===== src/rtl/ex_hazard_ctrl.sv =====
// Load-use and MUL/DIV stall control with EX-aligned forwarding selects.
// Selects age while the consumer is frozen so the producer stays tracked.
module ex_hazard_ctrl #(
    parameter int MUL_STALL = 2,
    parameter int DIV_STALL = 32,
    parameter int CNT_W     = 6
) (
    input  logic       clk,
    input  logic       cpurst_n,
    input  logic       flush,
    input  logic       memacc_stall,
    input  logic       de_inst_valid,
    input  logic [4:0] de_rs1addr,
    input  logic [4:0] de_rs2addr,
    input  logic       de_rs1_used,
    input  logic       de_rs2_used,
    input  logic       ex_wr_reg,
    input  logic [4:0] ex_wr_regindex,
    input  logic       ex_load,
    input  logic       ex_md_op,
    input  logic       ex_md_is_div,
    input  logic       ex_inst_valid,
    input  logic       mem_wr_reg,
    input  logic [4:0] mem_wr_regindex,
    output logic       de_stall,
    output logic       exe_stall,
    output logic       md_busy,
    output logic       md_done,
    output logic [1:0] fwd_rs1_sel,
    output logic [1:0] fwd_rs2_sel
);

    localparam logic [1:0] S_IDLE = 2'd0;
    localparam logic [1:0] S_BUSY = 2'd1;
    localparam logic [1:0] S_DONE = 2'd2;

    // Load values are N-2: the start cycle and the cnt==0 cycle both stall
    localparam logic [CNT_W-1:0] MUL_LD =
        CNT_W'(MUL_STALL >= 2 ? MUL_STALL - 2 : 0);
    localparam logic [CNT_W-1:0] DIV_LD =
        CNT_W'(DIV_STALL >= 2 ? DIV_STALL - 2 : 0);
    localparam logic MUL_ONE = (MUL_STALL == 1);
    localparam logic DIV_ONE = (DIV_STALL == 1);

    logic [1:0]       r_state;
    logic [1:0]       w_state_nx;
    logic [CNT_W-1:0] r_cnt;
    logic [CNT_W-1:0] w_cnt_nx;
    logic [1:0]       r_fwd1;
    logic [1:0]       r_fwd2;
    logic             w_start;
    logic             w_stall;
    logic             w_hit1;
    logic             w_hit2;
    logic [1:0]       w_sel1;
    logic [1:0]       w_sel2;

    function automatic logic [1:0] f_sel(
        input logic       used,
        input logic [4:0] a,
        input logic       exw,
        input logic [4:0] exd,
        input logic       memw,
        input logic [4:0] memd
    );
        logic [1:0] s;
        s = 2'b00;
        if (used && exw && exd == a && exd != 5'd0)
            s = 2'b01;
        else if (used && memw && memd == a && memd != 5'd0)
            s = 2'b10;
        return s;
    endfunction

    // Producer moves one stage further away per drained cycle
    function automatic logic [1:0] f_age(input logic [1:0] s);
        return (s == 2'b01) ? 2'b10 : 2'b00;
    endfunction

    assign w_start = ex_inst_valid & ex_md_op & ~flush;

    assign exe_stall = (((r_state == S_IDLE) & w_start) |
                        (r_state == S_BUSY)) & ~flush;
    assign md_busy   = (r_state != S_IDLE);
    assign md_done   = (r_state == S_DONE) & ~flush;
    assign w_stall   = exe_stall | memacc_stall;

    assign w_hit1 = de_rs1_used & (de_rs1addr == ex_wr_regindex) &
                    (ex_wr_regindex != 5'd0);
    assign w_hit2 = de_rs2_used & (de_rs2addr == ex_wr_regindex) &
                    (ex_wr_regindex != 5'd0);
    assign de_stall = de_inst_valid & ex_inst_valid & ex_load &
                      ex_wr_reg & (w_hit1 | w_hit2) & ~flush;

    assign w_sel1 = f_sel(de_rs1_used, de_rs1addr, ex_wr_reg,
                          ex_wr_regindex, mem_wr_reg, mem_wr_regindex);
    assign w_sel2 = f_sel(de_rs2_used, de_rs2addr, ex_wr_reg,
                          ex_wr_regindex, mem_wr_reg, mem_wr_regindex);

    always_comb begin
        w_state_nx = r_state;
        w_cnt_nx   = r_cnt;
        unique case (r_state)
            S_IDLE: begin
                if (w_start) begin
                    if (ex_md_is_div ? DIV_ONE : MUL_ONE) begin
                        w_state_nx = S_DONE;
                    end else begin
                        w_state_nx = S_BUSY;
                        w_cnt_nx   = ex_md_is_div ? DIV_LD : MUL_LD;
                    end
                end
            end
            S_BUSY: begin
                if (r_cnt == '0)
                    w_state_nx = S_DONE;
                else
                    w_cnt_nx = r_cnt - 1'b1;
            end
            S_DONE: begin
                if (!memacc_stall)
                    w_state_nx = S_IDLE;
            end
            default: begin
                w_state_nx = S_IDLE;
                w_cnt_nx   = '0;
            end
        endcase
        if (flush) begin
            w_state_nx = S_IDLE;
            w_cnt_nx   = '0;
        end
    end

    always_ff @(posedge clk or negedge cpurst_n) begin
        if (!cpurst_n) begin
            r_state <= S_IDLE;
            r_cnt   <= '0;
        end else begin
            r_state <= w_state_nx;
            r_cnt   <= w_cnt_nx;
        end
    end

    always_ff @(posedge clk or negedge cpurst_n) begin
        if (!cpurst_n) begin
            r_fwd1 <= 2'b00;
            r_fwd2 <= 2'b00;
        end else if (flush) begin
            r_fwd1 <= 2'b00;
            r_fwd2 <= 2'b00;
        end else if (de_stall && !w_stall) begin
            r_fwd1 <= 2'b00;
            r_fwd2 <= 2'b00;
        end else if (!w_stall) begin
            r_fwd1 <= w_sel1;
            r_fwd2 <= w_sel2;
        end else if (exe_stall && !memacc_stall) begin
            r_fwd1 <= f_age(r_fwd1);
            r_fwd2 <= f_age(r_fwd2);
        end
    end

    assign fwd_rs1_sel = r_fwd1;
    assign fwd_rs2_sel = r_fwd2;

endmodule


===== config.mk =====
export PLATFORM = sky130hd
export DESIGN_NAME = ex_hazard_ctrl
export DESIGN_NICKNAME = d
export VERILOG_FILES = /design/src/rtl/ex_hazard_ctrl.sv
export SDC_FILE = /design/constraint.sdc
export NUM_CORES = 1
export LEC_CHECK = 0
export ABC_CLOCK_PERIOD_IN_PS = 1600
export BUFFER_PORTS_ARGS = -buffer_cell sky130_fd_sc_hd__buf_2
export CAP_MARGIN = 20
export CORE_ASPECT_RATIO = 1.4
export CORE_MARGIN = 10
export CORE_UTILIZATION = 43
export CTS_CLUSTER_SIZE = 24
export DETAILED_ROUTE_END_ITERATION = 10
export PLACE_DENSITY = 0.75
export SETUP_SLACK_MARGIN = 0.2
export SLEW_MARGIN = 20
export SYNTH_ARGS = -nofsm -noshare
export SYNTH_HDL_FRONTEND = slang
export SYNTH_SLANG_ARGS = --single-unit

===== constraint.sdc =====
create_clock -name clk -period 1.6 [get_ports clk]
set_input_delay 0.08 -clock clk [delete_from_list [all_inputs] [get_ports clk]]
set_output_delay 0.08 -clock clk [all_outputs]
set_load 0.05 [all_outputs]

* Word-level counts from Yosys, hierarchy flattened
Index checks and enable logic that the tools add are counted.
** Word-level totals
- Bits in registers :: 12
- Input port bits :: 33
- Output and inout port bits :: 8
** Operators by class
- Add/subtract/negate cells :: 1
- Equal/unequal tests :: 16
- Multiplexer cells :: 24
- Bitwise operators :: 18
- Reduce and logical (&&, ||, !) cells :: 23
** Operators with widths (count)
- 2-bit two-way mux :: 18
- 5-bit equality test :: 6
- 6-bit two-way mux :: 3
- 6-bit case mux with 3 select lines :: 1
- 1-bit bitwise AND :: 14
- 1-bit logical AND :: 14
- 5-bit nonzero test :: 2
- 3-bit != test, second input constant :: 3
- 2-bit by 1-bit equality test with 1-bit output, second input constant :: 3
- 6-bit zero test :: 1
- 2-bit case mux with 3 select lines :: 1
- 3-bit AND reduction :: 2
- 6-bit by 1-bit subtractor with 6-bit output, second input constant :: 1
- 5-bit two-way mux :: 1
- 4-bit by 2-bit != test with 1-bit output, second input constant :: 1
- 3-bit by 2-bit != test with 1-bit output, second input constant :: 1
- 1-bit bitwise OR :: 3
- 2-bit equality test, second input constant :: 1
- 1-bit zero test :: 2
- 2-bit zero test :: 1
- 2-bit != test, second input constant :: 1
- 2-bit nonzero test :: 1
- 1-bit NOT :: 1

* Logic depth before layout (Yosys ltp)
- Depth after elaboration :: 10
- Mapped depth :: 7

* Least setup slack after synthesis
OpenSTA, ideal clock, no wires.
- Kind :: input -> output
- Start :: input port de_rs1addr[3]
- End :: output port de_stall
- Arrival time :: 1.858 ns
- Data required time :: 1.520 ns
- Slack :: -0.338 ns
- Stages on the path :: 4
- Cell sequence :: xor2_1 > nor4_1 > nand3_1 > a211oi_1
** Between the ends
- Cells in the longest elaborated chain, start to end :: 6
** Ends and longest elaborated chain
- start, declared :: RTL line 13 : input logic [4:0] de_rs1addr,
- 5-bit equality test :: RTL line 88 : assign w_hit1 = de_rs1_used & (de_rs1addr == ex_wr_regindex) &
- 1-bit bitwise AND (2 in series) :: RTL line 88
- 1-bit bitwise OR :: RTL line 93 : ex_wr_reg & (w_hit1 | w_hit2) & ~flush;
- 1-bit bitwise AND (2 in series) :: RTL line 93
- end, declared :: RTL line 25 : output logic de_stall,
Every way passes these cells.

* Worst setup path after layout
- Start :: register r_cnt[0]
- End :: register r_cnt[5]
** Between the ends
- Cells in the longest elaborated chain, start to end :: 4
- Elaborated cells on any way between the ends :: 7
- Classes of those cells :: add/sub (1); eq/ne (1); mux (3); reduce/logical (2)
** Ends and longest elaborated chain
- start, declared :: RTL line 47 : logic [CNT_W-1:0] r_cnt;
- start signal, assigned :: RTL line 141 : r_cnt <= w_cnt_nx;
- 6-bit by 1-bit subtractor with 6-bit output :: RTL line 118 : w_cnt_nx = r_cnt - 1'b1;
- 6-bit two-way mux :: RTL line 115 : if (r_cnt == '0)
- 6-bit case mux with 3 select lines :: RTL line 103 : unique case (r_state)
- 6-bit two-way mux :: RTL line 129 : if (flush) begin
Several ways; a longest one is shown, not always the timed one. The select of a mux whose other input is x is not followed.
A chain may end at the register's enable or synchronous reset.

==> impl_metrics.tcl <==
set metrics [dict create \
    drive_gt1_frac 0.4633 \
    ios 41 \
    drv_cap 0 \
    syn_inst 121 \
    clkLatencyLatePin_ps 270 \
    drc 0 \
    design_area_sq_um 1516 \
    power_density_nw_per_um2 801.6 \
    holdPathEnd "fwd_rs1_sel[1]$_DFFE_PN0P_" \
    synthFlopType "dfrtp_1" \
    p_leak_nw 0.7244 \
    start_kind "register" \
    status "completed" \
    fin_nets 214 \
    period_share 0.9912 \
    place_hpwl_mm 2.651 \
    slew_violations 0 \
    diodes 0 \
    yosysSeqAreaShare 0.2878 \
    syn_area_sq_um 1044 \
    synthDistinctLibCells 43 \
    place_ws_ps -62.29 \
    rsz0062_at_grt "yes" \
    grt_max_degree 13 \
    fillers 213 \
    period_needed_ps 1586 \
    setup_viol 0 \
    antenna_found_initial 0 \
    cts.sinks 12 \
    crit_required_ps 1770 \
    ant_nets 0 \
    path_class "register to register" \
    drtPass1Iterations 4 \
    ir_drop_mv 0.3397 \
    cts_tree "done" \
    die_y_um 78.29 \
    setup_ws_ps 14.09 \
    initial_core_util 0.4413 \
    multi_input_area_sq_um 793.3 \
    vias_per_cell 5.825 \
    avgSynthCellArea_sq_um 8.624 \
    overflow 0 \
    ff_latch_area_sq_um 301.5 \
    synth_nets 156 \
    first_global_vias 1293 \
    fin_skew_ps 1.971 \
    cp.arrival_ps 1760 \
    min_from "de_rs1_used" \
    ff2ff_path_depth 7 \
    r2r-start "r_cnt[0]$_DFFE_PN0P_" \
    numPortBuffers 40 \
    grt_usage 0.1448 \
    grt_first_pass_wirelength_mm 5.485 \
    wirelength_mm 3.365 \
    placed_area_sq_um 1349 \
    cts-buffers-inserted 3 \
    place.gp.congestion 0.9209 \
    r2r_slack_ps 10 \
    h-tree-depth 1 \
    power_mw 1.216 \
    layout-area-overhead-vs-synth_pct 45.32 \
    cts-root-buf "clkbuf_4" \
    hold_viol 0 \
    min_path_cells 3 \
    num_vias 1165 \
    r2r-end "r_cnt[5]$_DFFE_PN0P_" \
    core_sq_um 2365 \
    yosys_warnings 0 \
    floorplan.die_area_sq_um 4825 \
    chipWidth_um 61.64 \
    synth_edf_count 0 \
    ys_ff_latch 12 \
    rows 21 \
    cts_buffer_depth 2 \
    tightest_slew_ps 328.3 \
    max_freq_mhz 630.6 \
    slew_headroom 0.7795 \
    fin_setup_tns_ps 0 \
    cp_max_fo 3 \
    wl_per_cell_um 16.83 \
    drt_iter0_drc 26 \
    hold_path_class "input pin to register" \
    end_kind "register" \
    clkSlewWorstSetupHoldPaths_ps 70 \
    synthArstFlopShare 1.000 \
]
metal layers:
layer | share of wire | global-route usage
met1 | 0.37 | 0.1431
met2 | 0.54 | 0.2513
met3 | 0.065 | 0.03704
met4 | 0.029 | 0.09417
met5 | 0 | 0
synthesized netlist by cell type (2+ instances only):
cell type	n	share of area
nand3_1	3	0.014
a21o_1	2	0.014
nand2b_1	3	0.018
or3_1	3	0.018
nor3b_1	2	0.014
xor2_1	13	0.11
dfrtp_1	12	0.29
a31oi_1	3	0.018
inv_1	4	0.014
a21oi_1	6	0.029
nand2_1	8	0.029
or4_1	2	0.014
nand4_1	2	0.012
nor3_1	4	0.019
xnor2_1	8	0.067
nor4_1	3	0.018
nor2b_1	3	0.018
o31ai_1	2	0.014
o21ai_0	7	0.034
ha_1	2	0.024
nor2_1	7	0.025
cells by family (layout without fill, tap and decap cells):
group	after synthesis	after routing	share of synthesized area
adders and majority gates	2	2	0.02398
DFF	12	12	0.2878
xor gates and xnor gates	21	21	0.1763
and+or+nand+nor	48	48	0.2734
muxes	1	1	0.009593
buffers and inverters	7	63	0.03356
AOI/OAI and AO/OA	30	30	0.1954
cell type report:
cell class	count	area share
clock buffer	3	0.01485
inverter	5	0.01403
multi-input combinational	102	0.5231
sequential	12	0.1988
tap	23	0.01898
timing repair buffer	55	0.2302
critical path: stages (launching register included):
cell       delay, ps
dfrtp_1          390
inv_2             90
ha_4             130
nor3b_4          190
a21oi_2          100
o31ai_2          250
xor2_1           120
a2111oi_2        200
sequential cells by signal, indices dropped and copies added (netlist names):
| name | cells |
|---|---|
| fwd_rs2_sel | 2 |
| r_state | 2 |
| r_cnt | 6 |
| fwd_rs1_sel | 2 |
through the flow:
step | instances | util | hold WS (ps)
2_1_floorplan | 121 | - | -215.6
3_3_place_gp | 189 | 0.5704 | -23.11
3_5_place_dp | 189 | 0.5704 | -28.91
4_1_cts | 197 | 0.6116 | 72.47
5_1_grt | 200 | 0.6413 | 72.98
6_report | 200 | 0.6413 | 76.00
power by group:
group          total, mW  switching (mW)  internal, mW  leakage (nW)
clock              0.184          0.0971        0.0872        0.0138
sequential         0.382          0.0419         0.340         0.162
combinational      0.649           0.337         0.312         0.548
worst max-delay path by stage:
stage	slack, ps	to	from	cells past startpoint
detailed placement	-60	r_cnt[5]$_DFFE_PN0P_	r_cnt[1]$_DFFE_PN0P_	7
floorplan	50	r_cnt[5]$_DFFE_PN0P_	r_cnt[0]$_DFFE_PN0P_	7
global placement	60	r_cnt[5]$_DFFE_PN0P_	r_cnt[1]$_DFFE_PN0P_	7
finish	10	r_cnt[5]$_DFFE_PN0P_	r_cnt[0]$_DFFE_PN0P_	7
CTS	30	r_cnt[5]$_DFFE_PN0P_	r_cnt[0]$_DFFE_PN0P_	7
global route	-90	r_cnt[5]$_DFFE_PN0P_	r_cnt[0]$_DFFE_PN0P_	7
repair_timing:
action	in CTS	in global routing
setup buffers	4	3
pin swaps	7	5
resized for setup	9	12
hold buffers	1	0
hold endpoints to repair	12	0
endpoints found under the setup margin	9	12
cells in the final DEF, fill, tap and decap left out, types with 2 or more instances in the layout:
cell / n
nand4_1: 2
buf_6: 3
nand2b_1: 2
buf_2: 34
a21oi_2: 2
o21ai_0: 6
clkbuf_4: 3
nand3_1: 3
nor2b_1: 3
xor2_1: 13
inv_1: 2
nor3_1: 4
a21oi_1: 4
xnor2_1: 7
inv_2: 2
o21ai_1: 2
dfrtp_1: 11
or3_4: 3
a31oi_1: 3
buf_4: 16
nor4_1: 3
nor2_1: 7
a21o_1: 2
nand2_1: 8
or4_1: 2
Note: power is estimated with default switching activity, not from simulation.
